<file path="config.mk">
export PLATFORM = sky130hd
export DESIGN_NAME = filter_mac_seq_flat
export DESIGN_NICKNAME = d
export VERILOG_FILES = /design/src/rtl/filter_mac_seq_if.sv /design/src/rtl/filter_mac_seq.sv /design/src/flat_wrapper.sv
export SDC_FILE = /design/constraint.sdc
export NUM_CORES = 2
export LEC_CHECK = 0
export ABC_CLOCK_PERIOD_IN_PS = 14660
export CAP_MARGIN = 25
export CORE_ASPECT_RATIO = 0.7
export CORE_UTILIZATION = 60
export DETAILED_ROUTE_END_ITERATION = 8
export PLACE_DENSITY = 0.82
export RECOVER_POWER = 25
export SYNTH_ARGS = -nofsm -noshare
export SYNTH_HDL_FRONTEND = slang
export SYNTH_SLANG_ARGS = --single-unit
</file>
<file path="constraint.sdc">
create_clock -name clk -period 14.66 [get_ports clk]
set_clock_uncertainty 0.2 [all_clocks]
set_input_delay 2.932 -clock clk [delete_from_list [all_inputs] [get_ports clk]]
set_output_delay 2.932 -clock clk [all_outputs]
set_load 0.02 [all_outputs]
</file>
<file path="src/rtl/filter_mac_seq_if.sv">
// Handshake and data bundle between the filter MAC sequencer and its environment.
// The slave side is the sequencer. The master side drives start, uk and the coefficient ROM.
interface filter_mac_seq_if #(
  parameter int N  = 25,
  parameter int AW = 2
);
  logic          start;
  logic [N-1:0]  uk;
  logic [N-1:0]  coef;
  logic [AW-1:0] coef_addr;
  logic [1:0]    sel;
  logic          busy;
  logic          done;
  logic [N-1:0]  yk;

  modport master (
    output start, uk, coef,
    input  coef_addr, sel, busy, done, yk
  );

  modport slave (
    input  start, uk, coef,
    output coef_addr, sel, busy, done, yk
  );
endinterface

</file>
<file path="src/rtl/filter_mac_seq.sv">
// Sequencer and accumulator for a TAPS-deep filter MAC. Each accepted start shifts uk into
// the delay line, sums saturated coef*x products and presents the saturated result on yk with done.
module filter_mac_seq #(
  parameter int N    = 25,
  parameter int Q    = 10,
  parameter int TAPS = 3,
  parameter int AW   = 2
) (
  input logic             clk,
  input logic             reset,
  filter_mac_seq_if.slave bus
);

  localparam int G    = $clog2(TAPS) + 1;
  localparam int ACCW = N + G;

  localparam logic [N-1:0] MAXN = {1'b0, {(N-1){1'b1}}};
  localparam logic [N-1:0] MINN = {1'b1, {(N-1){1'b0}}};

  typedef enum logic [1:0] {IDLE, LOAD, MAC, DONE} state_t;

  state_t           state;
  state_t           nextState;
  logic [N-1:0]     delayLine [TAPS];
  logic [AW-1:0]    cnt;
  logic [ACCW-1:0]  acc;
  logic [N-1:0]     ykReg;
  logic             doneReg;
  logic             busyReg;

  logic [1:0]       selC;
  logic [AW-1:0]    coefAddrC;
  logic [N-1:0]     tapSample;
  logic signed [2*N-1:0] coefExt;
  logic signed [2*N-1:0] tapExt;
  logic signed [2*N-1:0] prod;
  logic signed [2*N-1:0] shifted;
  logic [N-1:0]     p;
  logic [ACCW-1:0]  accSum;
  logic [N-1:0]     accSat;

  always_comb begin
    nextState = state;
    selC      = 2'd0;
    coefAddrC = '0;
    case (state)
      IDLE: if (bus.start) nextState = LOAD;
      LOAD: nextState = MAC;
      MAC: begin
        selC      = 2'd2;
        coefAddrC = cnt;
        if (cnt == AW'(TAPS - 1)) nextState = DONE;
      end
      DONE: nextState = IDLE;
      default: nextState = IDLE;
    endcase
  end

  // Product is floored by Q and clamped to N bits before it joins the guard-bit accumulator.
  always_comb begin
    tapSample = '0;
    for (int i = 0; i < TAPS; i++) begin
      if (cnt == AW'(i)) tapSample = delayLine[i];
    end
    coefExt = {{N{bus.coef[N-1]}}, bus.coef};
    tapExt  = {{N{tapSample[N-1]}}, tapSample};
    prod    = coefExt * tapExt;
    shifted = prod >>> Q;
    if ((&shifted[2*N-1:N-1]) || (~|shifted[2*N-1:N-1])) p = shifted[N-1:0];
    else p = shifted[2*N-1] ? MINN : MAXN;
    accSum = acc + {{G{p[N-1]}}, p};
    if ((&acc[ACCW-1:N-1]) || (~|acc[ACCW-1:N-1])) accSat = acc[N-1:0];
    else accSat = acc[ACCW-1] ? MINN : MAXN;
  end

  always_ff @(posedge clk) begin
    if (reset) begin
      state   <= IDLE;
      cnt     <= '0;
      acc     <= '0;
      ykReg   <= '0;
      doneReg <= 1'b0;
      busyReg <= 1'b0;
      for (int k = 0; k < TAPS; k++) delayLine[k] <= '0;
    end else begin
      state   <= nextState;
      doneReg <= 1'b0;
      case (state)
        IDLE: begin
          // A start held through the done cycle is accepted at its closing edge.
          busyReg <= bus.start;
          if (bus.start) begin
            for (int k = TAPS - 1; k > 0; k--) delayLine[k] <= delayLine[k-1];
            delayLine[0] <= bus.uk;
          end
        end
        LOAD: begin
          acc <= '0;
          cnt <= '0;
        end
        MAC: begin
          acc <= accSum;
          cnt <= cnt + AW'(1);
        end
        DONE: begin
          ykReg   <= accSat;
          doneReg <= 1'b1;
        end
        default: ;
      endcase
    end
  end

  assign bus.sel       = selC;
  assign bus.coef_addr = coefAddrC;
  assign bus.done      = doneReg;
  assign bus.busy      = busyReg;
  assign bus.yk        = ykReg;

endmodule

</file>
<file path="src/flat_wrapper.sv">
// flat-port wrapper written by rule: the top's interface ports become plain ports
module filter_mac_seq_flat 
#(
  parameter int N    = 25,
  parameter int Q    = 10,
  parameter int TAPS = 3,
  parameter int AW   = 2
)
  (clk, reset, bus_start, bus_uk, bus_coef, bus_coef_addr, bus_sel, bus_busy, bus_done, bus_yk);
  filter_mac_seq_if #(.N(N), .AW(AW)) bus_i ();
  input logic clk;
  input logic reset;
  input wire logic [$bits(bus_i.start)-1:0] bus_start;
  input wire logic [$bits(bus_i.uk)-1:0] bus_uk;
  input wire logic [$bits(bus_i.coef)-1:0] bus_coef;
  output wire logic [$bits(bus_i.coef_addr)-1:0] bus_coef_addr;
  output wire logic [$bits(bus_i.sel)-1:0] bus_sel;
  output wire logic [$bits(bus_i.busy)-1:0] bus_busy;
  output wire logic [$bits(bus_i.done)-1:0] bus_done;
  output wire logic [$bits(bus_i.yk)-1:0] bus_yk;
  assign bus_i.start = bus_start;
  assign bus_i.uk = bus_uk;
  assign bus_i.coef = bus_coef;
  assign bus_coef_addr = bus_i.coef_addr;
  assign bus_sel = bus_i.sel;
  assign bus_busy = bus_i.busy;
  assign bus_done = bus_i.done;
  assign bus_yk = bus_i.yk;
  filter_mac_seq #(.N(N), .Q(Q), .TAPS(TAPS), .AW(AW)) u_core (.clk(clk), .reset(reset), .bus(bus_i));
endmodule
</file>
==> summary.md <==
| Metric | Value |
|---|---|
| Status | finished, violations left |
| Failing checks | capacitance limit, slew limit |
| First-pass GRT wire length | roughly 130,000 µm |
| Nets@finish | around 4,200 |
| Syn. warnings | 0 |
| Area grow syn2layout | 7.44% |
| Post-CTS Setup Bufs | 0 |
| IO buf count | approximately 80 |
| CTS Root Cell | clkbuf_16 |
| Cell accounting for the most synthesized area | fa_1 |
| CP Capture Point | u_core.acc[26] |
| R2r startpoint | u_core.cnt[1] |
| CP max-delay cell | fa_1 |
| Synth top area cells | fa_1 44%, inv_1 8.3%, and2_1 7.8% |
| Worst-Skew Late Latency | around 0.45 ns |
| Worst EP arrival | between 10 and 15 ns |
| I/O pin count | between 80 and 90 |
| Die Area | 51,300 µm² |
| Initial Util | between 60% and 70% |
| Tmin final | about 14 ns |
| Class of the worst hold path | flop to flop |
| Post-cts resize count | 0 |
| Mapped Cells | between 3,000 and 4,000 |
| Die Width | roughly 270 µm |
| R2r endpoint | u_core.acc[26] |
| Startpoint Class | input pin |
| Aggregate global routing overflow | 0 |
| Share of cells above drive strength 1 | between 4 and 5% |
| List of most frequent post-synthesis cells | 670 x inv_1, 658 x fa_1, 390 x nand2_1 |
| Antenna violations before repair | 0 |
| Final worst path period share | ~95% |
| Worst-margin pin slew | ~2.4 ns |
| Top cell by count, worst path | fa_1 |
| Worst Setup End Kind | flop |
| Vias per cell | 5.66 |
| Diode count | 0 |
| Worst Reg-to-Reg Cells | 44 |
| Slew Limit Fails | 76 |
| FP Rows | slightly below 70 |
| Worst path max stage delay | between 0.7 and 0.8 ns |
| Async set-or-reset flop fraction in the synthesized netlist | 0% |
| Number of synthesized flops with an enable pin | 75 |
| Hold WS | roughly 0.28 ns |
| Synth top area share | between 40% and 50% |
| Unrepaired setup endpoints after global routing | no |
| Post-synthesis cell area | roughly 30,000 µm² |
| Util after Layout | around two thirds |
| CTS tree | yes |
| Placer Congestion | just under 1 |
| Vias in the first global route | between 20,000 and 25,000 |
| Non-Filler Instances | 3,950 |
| ANT nets after route | 0 |
| CTS Hold Bufs | 0 |
| Top_reg_cell synth | edfxtp_1 |
| # setup viols final | 0 |
| Dpl cells | 3,916 |
| Max Freq | a little over 0.07 GHz |
| GRT Util Overall | between 30% and 40% |
| Critical Path RT | approximately 15 ns |
| Total Wirelength | between 70,000 and 80,000 µm |
| CTS Sinks | approximately 130 |
| Mean post-synth cell area | 9.25 µm² |
| # DRC | 0 |
| Clock buffers created by TritonCTS | 17 |
| WHS Path Cells | 2 |
| WL per Instance | approximately 19 µm |
| CORE AREA | 49,500 µm² |
| Die Y-Extent | 190 µm |
| H-Tree Depth | 4 |
| Crit Path Max Fanout | 13 |
| Routed vias | around 22,000 |
| Max-Cap Viols | 1 |
| Sequential cell area fraction in the yosys report | between 10% and 20% |
| Setup CP Type | input pin to flop |
| Hpwl dp | 62,700 µm |
| R2R Setup Slk | 1.84 ns |
| Largest net degree at the start of global routing | 76 |
| Clk slew on worst S/H paths | about 0.070 ns |
| Library cells used by synthesis | 75 |
| Fin Setup TNS | 0 ns |
| Most frequent cell after synthesis | inv_1 |
| Seq cells post-synth | between 100 and 150 |
| Initial DRC Count | roughly 2,100 |
| # fillers | ~3,900 |
| Pre-antenna DRT Iters | 9 |
| Post-Syn Nets | around 4,200 |
| Rel. slew slack | -57.6% |
| Worst setup path start | bus_coef[24] |
| Fin. Hold Viols | 0 |
| Worst-case clock buffer depth | 2 |
-- worst min-delay path by stage --
stage                       from           endpoint  slack (ns)
6_report        u_core.bus.yk[5]   u_core.bus.yk[5]        0.28
5_1_grt         u_core.bus.yk[5]   u_core.bus.yk[5]        0.30
4_1_cts         u_core.bus.yk[5]   u_core.bus.yk[5]        0.28
3_5_place_dp    u_core.bus.yk[5]   u_core.bus.yk[5]        0.27
3_3_place_gp   u_core.bus.yk[19]  u_core.bus.yk[19]        0.27
2_1_floorplan      u_core.acc[0]      u_core.acc[0]        0.26
-- through the flow --
| step | area (µm²) | setup slack (ns) |
|---|---|---|
| after floorplan | 30200 | 1.88 |
| after global placement | 31800 | 0.562 |
| after detailed placement | 31800 | 0.336 |
| after CTS | 32400 | 0.817 |
| after global routing | 32500 | 0.0359 |
| final | 32500 | 0.729 |
-- layer usage --
layer	share of wire (%)	global-route usage [%]	vias up
met5	0	0	-
met4	1.4	5.50	0
met3	13	12.3	95
met2	42	44.6	1086
met1	44	46.6	11238
li1	-	-	9920
-- state kept, by name (all words and copies together), names as in the netlist --
name and flops:
u_core.delayLine 75, u_core.acc 28, u_core.bus.yk 25, u_core.cnt 2, u_core.state 2, u_core.bus.busy 1
u_core.bus.done 1
-- layout make-up --
class | count | area (µm²) | area share [%]
repair buffers | 152 | 1370 | 4.22
multi-input cells | 2297 | 23700 | 73.1
flip-flops and latches | 134 | 3430 | 10.6
well taps | 665 | 832 | 2.56
clock buffers | 19 | 464 | 1.43
inverters | 670 | 2510 | 7.74
clock inverters | 13 | 134 | 0.412
-- logic make-up (layout without fill, tap and decap cells) --
group,after synthesis,after routing,share of synthesized area [%]
AO/OA/AOI/OAI,366,366,8.08
XOR/XNOR,71,71,2.11
adder cells (fa/ha/maj),834,834,50.9
buffers and inverters,836,854,10.5
flip-flops,134,134,11.4
multiplexers,7,7,0.240
other,1,1,0.0124
AND/OR/NAND/NOR,1018,1018,16.8
-- cells in the final DEF (no fill, tap or decap), types with 9 or more instances in the layout --
| cell type | n |
|---|---|
| clkbuf_16 | 18 |
| a31oi_1 | 17 |
| o211ai_1 | 15 |
| o21ai_1 | 19 |
| edfxtp_1 | 75 |
| xor2_1 | 20 |
| nor3_1 | 43 |
| and2_1 | 370 |
| a21oi_1 | 112 |
| inv_1 | 670 |
| a22oi_1 | 35 |
| fa_1 | 658 |
| ha_1 | 175 |
| a21o_1 | 37 |
| nand3_1 | 21 |
| nand4_1 | 17 |
| o21bai_1 | 9 |
| clkdlybuf4s50_1 | 80 |
| or2_2 | 9 |
| xnor2_1 | 49 |
| a21oi_2 | 21 |
| o21ai_0 | 34 |
| nand2_1 | 390 |
| nor2_1 | 110 |
| nor2b_1 | 10 |
| dfxtp_1 | 59 |
| buf_4 | 67 |
-- critical path: cells and delay by family --
family,cells,cell delay [ns]
and+or+nand+nor,9,1.56
adders and majority gates,10,4.85
AOI/OAI and AO/OA,13,3.10
muxes,1,0.34
buffers and inverters,7,1.35
Power is not shown: default switching activity piles up to over one toggle a cycle in this logic, so the estimate is an artifact.
